===== config.mk =====
export PLATFORM = sky130hd
export DESIGN_NAME = iob_fifo_stream_reader_flat
export DESIGN_NICKNAME = d
export VERILOG_FILES = /design/src/rtl/iob_fifo_stream_reader_if.sv /design/src/rtl/iob_fifo_stream_reader.sv /design/src/flat_wrapper.sv
export SDC_FILE = /design/constraint.sdc
export NUM_CORES = 1
export LEC_CHECK = 0
export ABC_AREA = 1
export CORE_ASPECT_RATIO = 0.7
export CORE_UTILIZATION = 31
export CTS_BUF_LIST = sky130_fd_sc_hd__clkbuf_8
export DETAILED_ROUTE_END_ITERATION = 7
export PLACE_DENSITY_LB_ADDON = 0.12
export SYNTH_ARGS = -nofsm -noshare
export SYNTH_HDL_FRONTEND = slang
export SYNTH_SLANG_ARGS = --single-unit

===== constraint.sdc =====
create_clock -name ap_clk -period 6.08 [get_ports ap_clk]
set_input_delay 0.912 -clock ap_clk [delete_from_list [all_inputs] [get_ports ap_clk]]
set_output_delay 0.912 -clock ap_clk [all_outputs]
set_load 0.02 [all_outputs]

===== src/rtl/iob_fifo_stream_reader_if.sv =====
// FIFO read port plus valid/ready stream port of the FIFO stream reader.
// The master modport is the reader's own view; slave is the FIFO/consumer side.
interface iob_fifo_stream_reader_if #(
  parameter int DATA_W = 32,
  parameter int CNT_W  = 2
);
  logic              fifo_r_en;
  logic [DATA_W-1:0] fifo_r_data;
  logic              fifo_r_empty;
  logic              flush;
  logic              m_valid;
  logic              m_ready;
  logic [DATA_W-1:0] m_data;
  logic [CNT_W-1:0]  buf_level;
  logic              busy;

  modport master (
    output fifo_r_en, m_valid, m_data, buf_level, busy,
    input  fifo_r_data, fifo_r_empty, flush, m_ready
  );

  modport slave (
    input  fifo_r_en, m_valid, m_data, buf_level, busy,
    output fifo_r_data, fifo_r_empty, flush, m_ready
  );
endinterface


===== src/rtl/iob_fifo_stream_reader.sv =====
// Drains a synchronous FIFO read port with fixed read latency and presents the
// words as a valid/ready stream. Reads are issued ahead on credits so that
// every returning word has a guaranteed slot in a small circular skid buffer.
module iob_fifo_stream_reader #(
  parameter int DATA_W       = 32,
  parameter int READ_LATENCY = 1,
  parameter int BUF_DEPTH    = READ_LATENCY + 1,
  parameter int CNT_W        = $clog2(BUF_DEPTH + 1)
) (
  input logic                      ap_clk,
  input logic                      rst,
  iob_fifo_stream_reader_if.master bus
);
  localparam int PTR_W = (BUF_DEPTH > 1) ? $clog2(BUF_DEPTH) : 1;
  localparam int SUM_W = CNT_W + 2;
  localparam logic [PTR_W-1:0] PTR_LAST  = PTR_W'(BUF_DEPTH - 1);
  localparam logic [CNT_W-1:0] LVL_FULL  = CNT_W'(BUF_DEPTH);
  localparam logic [SUM_W-1:0] SUM_DEPTH = SUM_W'(BUF_DEPTH);

  logic [DATA_W-1:0]       mem_q [BUF_DEPTH];
  logic [PTR_W-1:0]        head_q, head_d;
  logic [PTR_W-1:0]        tail_q, tail_d;
  logic [CNT_W-1:0]        level_q, level_d;
  logic [READ_LATENCY-1:0] inflight_q, inflight_d;
  logic [CNT_W-1:0]        inflight_cnt;
  logic [SUM_W-1:0]        credit_used;
  logic                    r_en;
  logic                    push;
  logic                    pop;

  function automatic logic [PTR_W-1:0] ptr_inc(input logic [PTR_W-1:0] p);
    return (p == PTR_LAST) ? '0 : p + PTR_W'(1);
  endfunction

  // Credit check, in-flight shift register and pointer/level next state
  always_comb begin
    inflight_cnt = '0;
    for (int i = 0; i < READ_LATENCY; i++) begin
      inflight_cnt = inflight_cnt + CNT_W'(inflight_q[i]);
    end
    push = inflight_q[READ_LATENCY-1];
    pop  = (level_q != '0) && bus.m_ready;
    // A read may issue only if buffered + in-flight words, less the word
    // leaving this cycle, still leave a free slot for it.
    credit_used = SUM_W'(level_q) + SUM_W'(inflight_cnt);
    r_en = !rst && !bus.flush && !bus.fifo_r_empty &&
           (credit_used < SUM_DEPTH + SUM_W'(pop));

    inflight_d    = '0;
    inflight_d[0] = r_en;
    for (int i = 1; i < READ_LATENCY; i++) begin
      inflight_d[i] = inflight_q[i-1];
    end

    head_d  = pop  ? ptr_inc(head_q) : head_q;
    tail_d  = push ? ptr_inc(tail_q) : tail_q;
    level_d = level_q;
    if (push && !pop) begin
      level_d = level_q + CNT_W'(1);
    end else if (!push && pop) begin
      level_d = level_q - CNT_W'(1);
    end

    // Flush drops everything buffered and anything still on its way back
    if (bus.flush) begin
      head_d     = '0;
      tail_d     = '0;
      level_d    = '0;
      inflight_d = '0;
    end
  end

  // Control state registers
  always_ff @(posedge ap_clk) begin
    if (rst) begin
      head_q     <= '0;
      tail_q     <= '0;
      level_q    <= '0;
      inflight_q <= '0;
    end else begin
      head_q     <= head_d;
      tail_q     <= tail_d;
      level_q    <= level_d;
      inflight_q <= inflight_d;
    end
  end

  // Skid buffer storage, written at the tail when a read returns
  always_ff @(posedge ap_clk) begin
    if (push) begin
      mem_q[tail_q] <= bus.fifo_r_data;
    end
  end

  // Overflow guard: the credit rule must make this unreachable
  always_ff @(posedge ap_clk) begin
    if (!rst) begin
      assert (!(push && !pop && (level_q == LVL_FULL)))
        else $error("iob_fifo_stream_reader: skid buffer overflow");
    end
  end

  // Stream outputs come only from registered state; data reads as zero when
  // the buffer is empty so the reset value of m_data is defined.
  assign bus.fifo_r_en = r_en;
  assign bus.m_valid   = (level_q != '0);
  assign bus.m_data    = (level_q != '0) ? mem_q[head_q] : '0;
  assign bus.buf_level = level_q;
  assign bus.busy      = (level_q != '0) || (|inflight_q);

endmodule


===== src/flat_wrapper.sv =====
// flat-port wrapper written by rule: the top's interface ports become plain ports
module iob_fifo_stream_reader_flat 
#(
  parameter int DATA_W       = 32,
  parameter int READ_LATENCY = 1,
  parameter int BUF_DEPTH    = READ_LATENCY + 1,
  parameter int CNT_W        = $clog2(BUF_DEPTH + 1)
)
  (ap_clk, rst, bus_fifo_r_en, bus_m_valid, bus_m_data, bus_buf_level, bus_busy, bus_fifo_r_data, bus_fifo_r_empty, bus_flush, bus_m_ready);
  iob_fifo_stream_reader_if #(.DATA_W(DATA_W), .CNT_W(CNT_W)) bus_i ();
  input logic ap_clk;
  input logic rst;
  output wire logic [$bits(bus_i.fifo_r_en)-1:0] bus_fifo_r_en;
  output wire logic [$bits(bus_i.m_valid)-1:0] bus_m_valid;
  output wire logic [$bits(bus_i.m_data)-1:0] bus_m_data;
  output wire logic [$bits(bus_i.buf_level)-1:0] bus_buf_level;
  output wire logic [$bits(bus_i.busy)-1:0] bus_busy;
  input wire logic [$bits(bus_i.fifo_r_data)-1:0] bus_fifo_r_data;
  input wire logic [$bits(bus_i.fifo_r_empty)-1:0] bus_fifo_r_empty;
  input wire logic [$bits(bus_i.flush)-1:0] bus_flush;
  input wire logic [$bits(bus_i.m_ready)-1:0] bus_m_ready;
  assign bus_fifo_r_en = bus_i.fifo_r_en;
  assign bus_m_valid = bus_i.m_valid;
  assign bus_m_data = bus_i.m_data;
  assign bus_buf_level = bus_i.buf_level;
  assign bus_busy = bus_i.busy;
  assign bus_i.fifo_r_data = bus_fifo_r_data;
  assign bus_i.fifo_r_empty = bus_fifo_r_empty;
  assign bus_i.flush = bus_flush;
  assign bus_i.m_ready = bus_m_ready;
  iob_fifo_stream_reader #(.DATA_W(DATA_W), .READ_LATENCY(READ_LATENCY), .BUF_DEPTH(BUF_DEPTH), .CNT_W(CNT_W)) u_core (.ap_clk(ap_clk), .rst(rst), .bus(bus_i));
endmodule

==> impl_results.md <==
* Number of synthesized flops with an enable pin at 64
* Drt initial violations at 79
* DRC errors left at 0
* Clock Power Share at 38.7%
* Dpl cells at 403
* Layout cell share with drive strength beyond 1 at 6.69%
* Rows at 28
* Yosys cell types at 16
* Die Span X at 114 um
* Worst-Margin Slew at 974 ps
* Clock Tree Buf Depth at 2
* Diodes inserted at 0
* FF+latch count, synth at 70
* Fin util at 44.3%
* Slowest-stage cell, CP: clkdlybuf4s50_1
* Global-route wire length before repair at 8810 um
* Reg2reg path depth at 8
* Clk pin slew, worst setup/hold paths at 70 ps
* Clock root buffer: clkbuf_8
* Antenna-violating nets left at 0
* Final Hold Viols at 0
* Die H at 80.6 um
* CTS Buf Count at 9
* Synth Flop Type: edfxtp_1
* Finished Cell Area at 3770 um2
* Rel. slew slack at 34.9%
* Worst hold margin at 504 ps
* Synth cell count leaders: 74 x nand2_1, 64 x edfxtp_1, 35 x a21oi_1, 11 x inv_1, 8 x nor2_1
* Combinational power share at 8.9%
* Mapped Cells at 218
* Fraction of power spent switching nets at 21.3%
* RSZ-0062 raised after global routing: no
* Top cells by area, synth: edfxtp_1 70%, nand2_1 10%, a21oi_1 6.4%
* Hold_buf cts at 0
* Port Buf Inserts at 73
* Finished Layout Cells at 419
* WL/cell at 13.3 um
* Fill cells at 798
* Number of global-route vias before repair at 1740
* Setup CP Type: primary input to output port
* Hold depth at 2
* Post-synth net total at 258
* Arrival time worst endpoint at 2430 ps
* Top cell family by delay on the critical path: buffers and inverters
* Slowest stage delay, CP at 620 ps
* Yosys warning count at 0
* CTS sink count at 70
* Initial Util at 32.2%
* Total Die Area at 9220 um2
* Switch Pwr at 0.219 mW
* PwrDens at 272 nW/um2
* Outcome: completed
* Placed Area at 3560 um2
* Worst EP required at 5170 ps
* DR vias at 1785
* Gp weighted congestion at 0.743
* Total setup buffers inserted after CTS at 0
* Top cell type by total area after synthesis: edfxtp_1
* Worst-path maximum fanout at 4
* Clk_skew at 5.30 ps
* Initial antenna violation count at 0
* Fin. max-slew vios at 0
* Most numerous cell in the Yosys netlist: nand2_1
* Number of max-cap violations at 0
* Post-cts resize count at 0
* Asr flop ratio synth at 0%
* Hold Crit Class: flip-flop to flip-flop
* Number of vias per cell at 4.26
* Yosys top cell area share at 70.2%
* Setup TNS at 0 ps
* Mean post-synth cell area at 12.6 um2
* Num ports at 74
* Final min period at 3340 ps
* Mapped Area at 2740 um2
* Max VDD drop at 141 uV
* Clk_lat worst skew at 340 ps
* Core box area at 8510 um2
* Routed WL at 5580 um
* Drt pass-1 iters at 4
* Layout area overhead at 37.7%
* WP depth at 5
* Global Route Usage Sum at 13.4%
* Most frequent CP cell: clkdlybuf4s50_1
* H-Tree Depth at 3
* Critical path, cell by cell: clkdlybuf4s50_1, nor2_1, nand2_1, a21oi_1, clkdlybuf4s50_1
* Int Pwr at 0.807 mW
* F_max at 299 MHz
* Nets at 334
* Static leakage at 1.32 nW
* Flop pwr share at 52.4%
* GRT overflow at 0
* Tcrit/Tclk final at 55.0%
* TritonCTS clock tree: yes
* CP bufs+invs at 2
* Pin count of the biggest net entering global routing at 36
* Register area share after synthesis at 74.6%
* CP Launch Type: primary input
* Critical path capture point type: output port
* Final setup violation count at 0
* HPWL after DPL at 3330 um
[layer usage]
layer	vias to the layer above	global-route usage (%)	routed length, um
met3	10	4.45	352
met5	-	0	0
met2	65	20.0	2460
met1	810	17.1	2670
li1	900	-	-
met4	0	7.40	99
[final cells by class]
class                      count  area [um2]  share of cell area (%)
timing repair buffer          75         746                    19.8
multi-input combinational    126         573                    15.2
clock buffer                   9         124                    3.29
inverter                      12        45.0                    1.19
clock inverter                 7        90.1                    2.39
sequential                    70        2040                    54.2
tap                          120         150                    3.98
[tightest hold or removal path: stages, from the launching register on]
cell	delay (ps)
dfxtp_1	330
nor2_1	60
nor2_1	80
[kinds of logic after synthesis]
kind of cell | synth area share, %
adder cells (fa/ha/maj) | 1.37
buffers and inverters | 4.75
AO/OA/AOI/OAI | 6.58
AND/OR/NAND/NOR | 12.7
flip-flops | 74.6
[power by group through the flow]
stage / Clock, mW / Sequential, mW / Combinational [mW]
2_1_floorplan: 0 / 0.549 / 0.0392
3_3_place_gp: 0 / 0.548 / 0.0921
3_5_place_dp: 0 / 0.548 / 0.0924
4_1_cts: 0.409 / 0.538 / 0.0930
5_1_grt: 0.429 / 0.538 / 0.0998
6_report: 0.397 / 0.538 / 0.0910
[flip-flops by register name, indices dropped and copies added, names as in the netlist, named ones only]
signal / count
u_core.bus.buf_level: 2
u_core.head_q: 1
u_core.inflight_q: 1
u_core.mem_q: 64
u_core.tail_q: 1
[placed cells by master (no fill, tap or decap), drive strengths merged]
| cell | netlist | layout |
|---|---|---|
| clkinvlp | 0 | 3 |
| dfxtp | 6 | 6 |
| clkdlybuf4s50 | 0 | 73 |
| nand3 | 1 | 1 |
| bufinv | 0 | 2 |
| clkinv | 0 | 1 |
| nand2 | 74 | 74 |
| buf | 10 | 2 |
| edfxtp | 64 | 64 |
| ha | 3 | 3 |
| inv | 12 | 13 |
| nor2 | 10 | 10 |
| a21oi | 35 | 35 |
| o21ai | 1 | 1 |
| clkbuf | 0 | 9 |
| nor4 | 1 | 1 |
| nand4 | 1 | 1 |
[final timing paths]
kind	start	to	slack, ps
min	u_core.head_q	flip-flop	500
max reg2reg	u_core.bus.buf_level[1]	u_core.bus.buf_level[1]	4190
min reg2reg	u_core.head_q	flip-flop	500
max	rst	bus_fifo_r_en	2740
[stage by stage]
step	worst slack [ps]	power, mW
4_1_cts	2740	1.04
5_1_grt	2600	1.07
3_5_place_dp	2760	0.641
2_1_floorplan	3650	0.588
3_3_place_gp	2760	0.640
6_report	2740	1.03
Note: power is estimated with default switching activity, not from simulation.
